==> config.mk <==
export PLATFORM = sky130hd
export DESIGN_NAME = run_code_scheduler
export DESIGN_NICKNAME = d
export VERILOG_FILES = /design/src/rtl/run_code_scheduler.sv
export SDC_FILE = /design/constraint.sdc
export NUM_CORES = 1
export LEC_CHECK = 0
export ABC_AREA = 1
export BUFFER_PORTS_ARGS = -buffer_cell sky130_fd_sc_hd__buf_2
export CORE_MARGIN = 5
export CORE_UTILIZATION = 53
export CTS_CLUSTER_DIAMETER = 40
export DETAILED_ROUTE_END_ITERATION = 7
export PLACE_DENSITY = 0.75
export SYNTH_ARGS = -nofsm -noshare
export SYNTH_HDL_FRONTEND = slang
export SYNTH_SLANG_ARGS = --single-unit
==> constraint.sdc <==
create_clock -name clk -period 1.7 [get_ports clk]
set_clock_uncertainty 0.2 [all_clocks]
set_input_delay 0.34 -clock clk [delete_from_list [all_inputs] [get_ports clk]]
set_output_delay 0.34 -clock clk [all_outputs]
set_load 0.02 [all_outputs]
==> src/rtl/run_code_scheduler.sv <==
// Frames each parallel word as 0, data bits LSB-first, 0 and streams it to the serial
// run-length detector, tallying the run codes it returns into three result counters.
module run_code_scheduler #(
    parameter int WIDTH = 8,
    parameter int CNT_W = 3
) (
    input  logic             clk,
    input  logic             rst,
    input  logic             in_valid,
    output logic             in_ready,
    input  logic [WIDTH-1:0] in_data,
    output logic             det_x,
    input  logic [1:0]       det_y,
    output logic             out_valid,
    input  logic             out_ready,
    output logic [CNT_W-1:0] cnt_run1,
    output logic [CNT_W-1:0] cnt_run2,
    output logic [CNT_W-1:0] cnt_run3p,
    output logic             busy
);

    localparam int IDX_W = $clog2(WIDTH) + 1;
    localparam logic [IDX_W-1:0] LAST_IDX = IDX_W'(WIDTH - 1);
    localparam logic [CNT_W-1:0] CNT_MAX  = '1;

    typedef enum logic [2:0] {
        IDLE,
        PRE,
        DATA,
        TERM,
        DRAIN,
        DONE
    } state_t;

    state_t           state_q, state_d;
    logic [WIDTH-1:0] sreg_q, sreg_d;
    logic [IDX_W-1:0] idx_q, idx_d;
    logic             detx_q, detx_d;
    logic [CNT_W-1:0] run1_q, run1_d;
    logic [CNT_W-1:0] run2_q, run2_d;
    logic [CNT_W-1:0] run3p_q, run3p_d;
    logic             sample;

    always_ff @(posedge clk or negedge rst) begin
        if (!rst) begin
            state_q <= IDLE;
            sreg_q  <= '0;
            idx_q   <= '0;
            detx_q  <= 1'b0;
            run1_q  <= '0;
            run2_q  <= '0;
            run3p_q <= '0;
        end else begin
            state_q <= state_d;
            sreg_q  <= sreg_d;
            idx_q   <= idx_d;
            detx_q  <= detx_d;
            run1_q  <= run1_d;
            run2_q  <= run2_d;
            run3p_q <= run3p_d;
        end
    end

    // The code arriving in DATA cycle 1 belongs to the preamble, so sampling starts one bit late
    // and runs through DRAIN to catch the run closed by the terminator.
    always_comb begin
        state_d = state_q;
        sreg_d  = sreg_q;
        idx_d   = idx_q;
        run1_d  = run1_q;
        run2_d  = run2_q;
        run3p_d = run3p_q;
        sample  = 1'b0;
        case (state_q)
            IDLE: begin
                if (in_valid) begin
                    sreg_d  = in_data;
                    idx_d   = '0;
                    run1_d  = '0;
                    run2_d  = '0;
                    run3p_d = '0;
                    state_d = PRE;
                end
            end
            PRE: state_d = DATA;
            DATA: begin
                sreg_d = sreg_q >> 1;
                idx_d  = idx_q + IDX_W'(1);
                sample = (idx_q != '0);
                if (idx_q == LAST_IDX) begin
                    state_d = TERM;
                end
            end
            TERM: begin
                sample  = 1'b1;
                state_d = DRAIN;
            end
            DRAIN: begin
                sample  = 1'b1;
                state_d = DONE;
            end
            DONE: begin
                if (out_ready) begin
                    state_d = IDLE;
                end
            end
            default: state_d = IDLE;
        endcase

        if (sample) begin
            case (det_y)
                2'b01: if (run1_q != CNT_MAX) run1_d = run1_q + CNT_W'(1);
                2'b10: if (run2_q != CNT_MAX) run2_d = run2_q + CNT_W'(1);
                2'b11: if (run3p_q != CNT_MAX) run3p_d = run3p_q + CNT_W'(1);
                default: ;
            endcase
        end

        detx_d = (state_d == DATA) ? sreg_d[0] : 1'b0;
    end

    assign in_ready  = (state_q == IDLE);
    assign busy      = (state_q != IDLE);
    assign out_valid = (state_q == DONE);
    assign det_x     = detx_q;
    assign cnt_run1  = run1_q;
    assign cnt_run2  = run2_q;
    assign cnt_run3p = run3p_q;

endmodule

-- After elaboration in Yosys (flattened, before gate mapping)
Cells that the tools add are included.
- muxes and demuxes: 25
- $add $sub $neg: 4
- equality and inequality tests: 14
- reduce and logical (&&, ||, !) cells: 6
- operators by type and width (kind ; number):
    3-bit two-way mux ; 18
    3-bit case mux with 6 select lines ; 1
    8-bit case mux with 2 select lines ; 1
    3-bit by 1-bit adder with 3-bit output (second input constant) ; 3
    3-bit by 2-bit == test with 1-bit output (second input constant) ; 3
    3-bit != test (second input constant) ; 3
    8-bit two-way mux ; 1
    4-bit case mux with 2 select lines ; 1
    3-bit == test (second input constant) ; 2
    4-bit by 1-bit adder with 4-bit output (second input constant) ; 1
    2-bit == test (second input constant) ; 2
    4-bit by 3-bit == test with 1-bit output (second input constant) ; 1
    4-bit two-way mux ; 1
    4-bit nonzero test ; 1
    3-bit by 1-bit == test with 1-bit output (second input constant) ; 1
    3-bit logical NOT ; 1
    3-bit nonzero test ; 1
    2-bit by 1-bit == test with 1-bit output (second input constant) ; 1
    2-bit != test (second input constant) ; 1
    1-bit case mux with 2 select lines ; 1
    2-bit AND reduction ; 1
    2-bit nonzero test ; 1
    2-bit OR reduction ; 1
    1-bit two-way mux ; 1
- register bits after elaboration: 25

-- Logic depth before layout (Yosys ltp)
Gate-level depths: netlist of the first run.
- depth in word-level cells: 5
- gate-level depth with buffers: 9

-- Least setup slack after synthesis of the first run
Ideal clock, no wire load.
- path kind: reg-to-reg
- start point: register run1_q[0], in the netlist cnt_run1[0]
- end point: register run1_q[0], in the netlist cnt_run1[0]
- buffers on the path: 0
- setup slack: -0.017 ns
- arrival time: 1.400 ns
- clock period less this slack: 1.717 ns
- data required time: 1.384 ns
- stages on the path, launching flop included: 7
- path through: dfrtp_1 -> ha_1 -> ha_1 -> nor3_1 -> nand2_2 -> nand2_1 -> nand2_1
- longest elaborated chain between the ends: 5
- elaborated cells on any way between the ends: 7
- classes of those cells: add/sub (1); eq/ne (1); mux (5)
- ends and longest elaborated chain (item ; line ; text):
    start, declared ; 39 ; logic [CNT_W-1:0] run1_q, run1_d;
    start signal, assigned ; 58 ; run1_q <= run1_d;
    branches (longest 4 deep; another with 3-bit by 1-bit adder with 3-bit output) ; - ;
    3-bit two-way mux (*) ; 110 ; if (sample) begin
    named net run1_d[0] ; 39 ;
Mark *: on every way through the listed nets, which the timed path passes.
A chain may end at the register's enable or synchronous reset.

-- Worst setup path in the final report of the first run
- start point: register state_q[1]
- end point: output out_valid
- longest elaborated chain between the ends: 1
- ends and longest elaborated chain (item ; line ; text):
    start, declared ; 35 ; state_t state_q, state_d;
    start signal, assigned ; 54 ; state_q <= state_d;
    3-bit == test ; 124 ; assign out_valid = (state_q == DONE);
    end, declared ; 14 ; output logic out_valid,
Every way passes these cells.

==> results of run 1 <==
## area by class of cell
| class | instances | area [sq um] |
|---|---|---|
| clock buffer | 4 | 26.3 |
| fill | 197 | 764 |
| inverter | 22 | 85.1 |
| multi-input combinational | 129 | 661 |
| sequential | 25 | 628 |
| tap | 30 | 37.5 |
| timing repair buffer | 39 | 253 |
## metrics by stage
step | hold slack, ns | worst slack, ns | cell area (sq um) | power (mW) | utilization [%]
after detailed placement | 0.166 | 0.0918 | 1510 | 2.12 | 61.5
after floorplan | -0.156 | 0.0834 | 1350 | 1.84 | -
final | 0.0191 | -0.0163 | 1690 | 2.68 | 68.9
after global routing | 0.0122 | -0.0876 | 1690 | 2.94 | 68.9
after global placement | 0.165 | 0.0962 | 1510 | 2.08 | 61.5
after CTS | 0.0216 | -0.00180 | 1630 | 2.54 | 66.3
## Yosys cell counts
master	instances	area, sq um
buf_6	1	11.3
nand3_2	1	10.0
nand3_1	20	100
dfrtp_1	25	626
inv_2	4	15.0
o21ai_2	1	8.76
o21ai_0	4	20.0
nor2_4	1	11.3
buf_4	2	15.0
or2_2	1	6.26
ha_1	8	100
nand2_2	1	6.26
xor2_1	1	8.76
nand2_1	69	259
nor3_1	1	5.00
nor2_1	21	78.8
inv_1	18	67.6
## worst max-delay path, delay by kind of cell (launching register included)
family / cells / cell delay (ns)
simple gates: 2 / 0.14
flops: 1 / 0.48
buf+inv: 2 / 0.25
## final timing paths
path                                             from                      to  slack, ns  depth (start not counted)
worst max-delay path             state_q[1]$_DFF_PN0_               out_valid      -0.02                          4
worst min-delay path                       in_data[7]   sreg_q[7]$_DFFE_PN0P_       0.02                          3
worst max register to register   state_q[1]$_DFF_PN0_    idx_q[3]$_DFFE_PN0P_       0.10                          6
worst min register to register  sreg_q[7]$_DFFE_PN0P_   sreg_q[7]$_DFFE_PN0P_       0.31                          2
max in group asynchronous                         rst    state_q[0]$_DFF_PN0_       0.57                          2
min in group asynchronous                         rst  cnt_run3p[2]$_DFF_PN0_       0.33                          2
## power groups by stage
stage	combinational (mW)	clock [mW]	sequential [mW]
floorplan	0.793	0	1.05
global placement	1.10	0	0.973
detailed placement	1.14	0	0.983
CTS	1.30	0.274	0.968
global route	1.62	0.308	1.01
finish	1.43	0.272	0.977
## timing repair
item	CTS	global route
endpoints found under the setup margin	2	19
pin swaps	3	1
gates resized for setup	9	14
endpoints found under the hold margin	25	0
buffers inserted	8	2
hold buffers	1	0
cloned	0	0
## logic make-up after synthesis
group           count (synthesis)  synth area share, %
simple gates                  115                 35.3
buf+inv                        25                 8.07
flops                          25                 46.4
fa+ha+maj                       8                 7.42
compound gates                  5                 2.13
xor+xnor                        1                0.649
## layer usage
metal  GRT usage (%)  part of all wire [%]
met1            21.1                    42
met2            32.4                    51
met3            3.19                   6.0
met4            8.05                   1.1
met5               0                     0
## sequential cells by signal, summed over array words and instances, names as in the netlist
name       cells
cnt_run2       3
cnt_run1       3
cnt_run3p      3
det_x          1
state_q        3
idx_q          4
sreg_q         8
==> impl_metrics.toml, run 1 <==
[power_and_ir_drop]
p_sw_mw = 1.20
power_frac_seq_pct = 36.5
combPwrFrac_pct = 53.3
p_clk_share_pct = 10.2
p_int_mw = 1.48
leakage_nw = 0.967
swShare_pct = 44.7
ir_drop_uv = 1130
power_density_nw_per_um2 = 1580

[critical_path]
cp-start-kind = "flip-flop"
end_kind = "output port"
max_stage_delay_ns = 0.48
crit_arrival_ns = 1.18
path_class = "reg -> out"
worstPathRequired_ns = 1.16
path_cells = "inv_2 > nand2_4 > nor2_2 > buf_4"
slowest_stage = "dfrtp_2"
critical_path.max_fanout = 6

[floorplan]
chipWidth_um = 60.4
ios = 27
core_area_sq_um = 2450
die_h_um = 60.4
die_area_sq_um = 3650
start_util_pct = 54.9
num_rows = 18

[finish]
finalNetCount = 242
layout-drive-gt1-share_pct = 28.3
fin_cells = 249
mostFrequentLayoutCell = "nand2_1"
mostFrequentLayoutCells = "nand2_1 (65), dfrtp_1 (23), buf_2 (23)"
areaGrowthSynthToFinish_pct = 25.3
n_antenna_cell = 0

[synth]
synth_nets = 201
syn_inst = 179
ys_seq_area_share_pct = 46.4
syn_avg_cell_area_sq_um = 7.54
synth-seq-cells = 25
syn_area_sq_um = 1350
synth_cell_types = 17
ys_warn_count = 0

[timing]
finalSetupViolations = 2
timing.final.crit_share_pct = 101
worst_slack_ns = -0.0163
hold_viol = 0
rsz0062_at_grt = "yes"
worstMarginPinSlew_ns = 0.564
max_freq_mhz = 583
slew_violations = 0
maxSlewHeadroom_pct = 62.4
setup_tns_ns = -0.0244
layout_min_cycle_time_ns = 1.72

[route]
vias_per_cell = 5.10
first_pass_iters = 4
avgRoutedWirePerCell_um = 11.7
num_vias = 1271
ant_nets = 0
drc = 0
routed_wl_um = 2910
first_iter_violations = 48

[clocking]
cts.clk_slew.worst_paths_ns = 0.14
cts-root-buf = "clkbuf_4"
ctsHtreeMaxLevel = 1
cts_tree = "built"
cts_max_path_buffers = 2
clkLatencyLatePin_ns = 0.32
clkSinkCount = 25
cts_buffers = 3

[status]
violations = "negative setup slack"
outcome = "complete, but fails checks"

[placement]
dp_hpwl_um = 1990
placed_cells = 234
numPortBuffers = 26
gp_congestion = 0.737

[min_path]
hold_path.class = "in -> reg"

[grt]
grt_overflow = 0
antenna_found_initial = 0
grt_max_degree = 26
grtUsageTotal_pct = 18.1
grt_pass1_wl_um = 5020
grt_pass1_vias = 1222

[run]
cap_violations = 0
No activity file was read; power rests on OpenSTA's default activity.
==> inputs of run 2 (changes only) <==
GPL_ROUTABILITY_DRIVEN = 1   (was unset)
PLACE_DENSITY = 0.77   (was 0.75)
==> impl_metrics.toml, run 2 (synthesis gave the netlist of run 1 again) <==
[critical_path]
critical_path.max_fanout = 5
worstPathRequired_ns = 1.16
cp-start-kind = "flip-flop"
crit_arrival_ns = 1.26
path_class = "reg -> out"
end_kind = "output port"

[route]
num_vias = 1316
ant_nets = 0
first_pass_iters = 4
avgRoutedWirePerCell_um = 12.8
drc = 0
first_iter_violations = 52
routed_wl_um = 3240
vias_per_cell = 5.20

[clocking]
cts_buffers = 3
cts.clk_slew.worst_paths_ns = 0.15
cts-root-buf = "clkbuf_4"
cts_tree = "built"
clkSinkCount = 25
ctsHtreeMaxLevel = 1
clkLatencyLatePin_ns = 0.34
cts_max_path_buffers = 2

[power_and_ir_drop]
finalPower_mw = 2.84
leakage_nw = 0.982
ir_drop_uv = 1040
power_density_nw_per_um2 = 1640

[finish]
finalNetCount = 246
reg_top3 = "sreg_q: 8 flops, idx_q: 4 flops"
largest_register_ffs = 8
mostFrequentLayoutCell = "nand2_1"
final_area_sq_um = 1730
layout-drive-gt1-share_pct = 29.6
areaGrowthSynthToFinish_pct = 28.4
regMostFlops = "sreg_q"
mostFrequentLayoutCells = "nand2_1 (65), buf_2 (23), dfrtp_1 (22)"
n_antenna_cell = 0

[floorplan]
start_util_pct = 54.9
num_rows = 18
chipWidth_um = 60.4
die_area_sq_um = 3650
ios = 27
die_h_um = 60.4
core_area_sq_um = 2450

[grt]
grt_busiest_layer = "met2"
grt_overflow = 0
grtUsageMet1_pct = 20.8
grt_max_degree = 26
grt_pass1_vias = 1164
met3_usage_pct = 2.98
antenna_found_initial = 0
grtUsageTotal_pct = 17.1
grt_pass1_wl_um = 4760
grt_util_met2_pct = 30.4

[timing]
finalSetupViolations = 3
hold_viol = 0
layout_min_cycle_time_ns = 1.80
timing.final.crit_share_pct = 106
setup_tns_ns = -0.241
max_freq_mhz = 555
worst_slack_ns = -0.101
slew_violations = 0
rsz0062_at_grt = "yes"
holdWs_ns = 0.00873
maxSlewHeadroom_pct = 63.0
worstMarginPinSlew_ns = 0.556

[placement]
place_ws_ns = 0.0602
numPortBuffers = 26
gp_congestion = 0.775
placed_area_sq_um = 1510
dp_hpwl_um = 2000

[min_path]
hold_path.class = "in -> reg"

[run]
cap_violations = 0

[status]
violations = "negative setup slack"
outcome = "complete, but fails checks"
==> run 2: changes by cell type in the layout (fill, tap and decap cells not counted), sizes merged <==
| cell | before | now |
|---|---|---|
| clkbuf | 4 | 3 |
| clkinvlp | 0 | 1 |
| buf | 38 | 41 |
| dlygate4sd3 | 1 | 2 |
==> run 2: through the flow <==
step / utilization (%) / instances
floorplan: - / 179
global placement: 61.5 / 234
detailed placement: 61.5 / 234
CTS: 65.8 / 245
global route: 70.5 / 253
finish: 70.5 / 253
==> run 2: worst max-delay path, stage by stage (launching register included) <==
cell and delay [ns]:
dfrtp_2 0.50, inv_2 0.09, nand2_2 0.07, nor2_2 0.13, buf_6 0.13
==> run 2: final cells by class <==
type / count / area [sq um]
fillers: 196 / 723
multi-input cells: 129 / 658
flip-flops and latches: 25 / 629
repair buffers: 43 / 289
inverters: 22 / 87.6
well taps: 30 / 37.5
clock buffers: 3 / 22.5
clock inverters: 1 / 7.51
==> run 2: worst paths after layout <==
check / from / end / slack (ns) / cells past startpoint
worst max-delay path: state_q[1]$_DFF_PN0_ / out_valid / -0.10 / 4
worst min-delay path: in_data[6] / sreg_q[6]$_DFFE_PN0P_ / 0.009 / 3
worst max register to register: state_q[0]$_DFF_PN0_ / cnt_run1[0]$_DFF_PN0_ / 0.06 / 9
worst min register to register: sreg_q[7]$_DFFE_PN0P_ / sreg_q[7]$_DFFE_PN0P_ / 0.29 / 2
max in group asynchronous: rst / state_q[1]$_DFF_PN0_ / 0.60 / 2
min in group asynchronous: rst / state_q[2]$_DFF_PN0_ / 0.30 / 2
==> run 2: what timing repair did <==
item,CTS,global route
endpoints found under the hold margin,26,0
resized for setup,7,21
pin swaps,2,6
setup endpoints to repair,3,22
buffers inserted,5,8
hold buffers,2,0
==> run 2: per-layer routing <==
layer | part of all wire, % | up-vias
met1 | 41 | 621
met4 | 1.6 | 0
li1 | - | 638
met3 | 7.0 | 7
met5 | 0 | -
met2 | 50 | 50
==> run 2: report_power, final <==
group	switching [mW]	leakage (nW)	total [mW]	internal [mW]
clock network	0.194	0.0139	0.284	0.0903
logic	0.905	0.644	1.56	0.651
registers	0.186	0.324	1.00	0.815
total	1.28	0.982	2.84	1.56
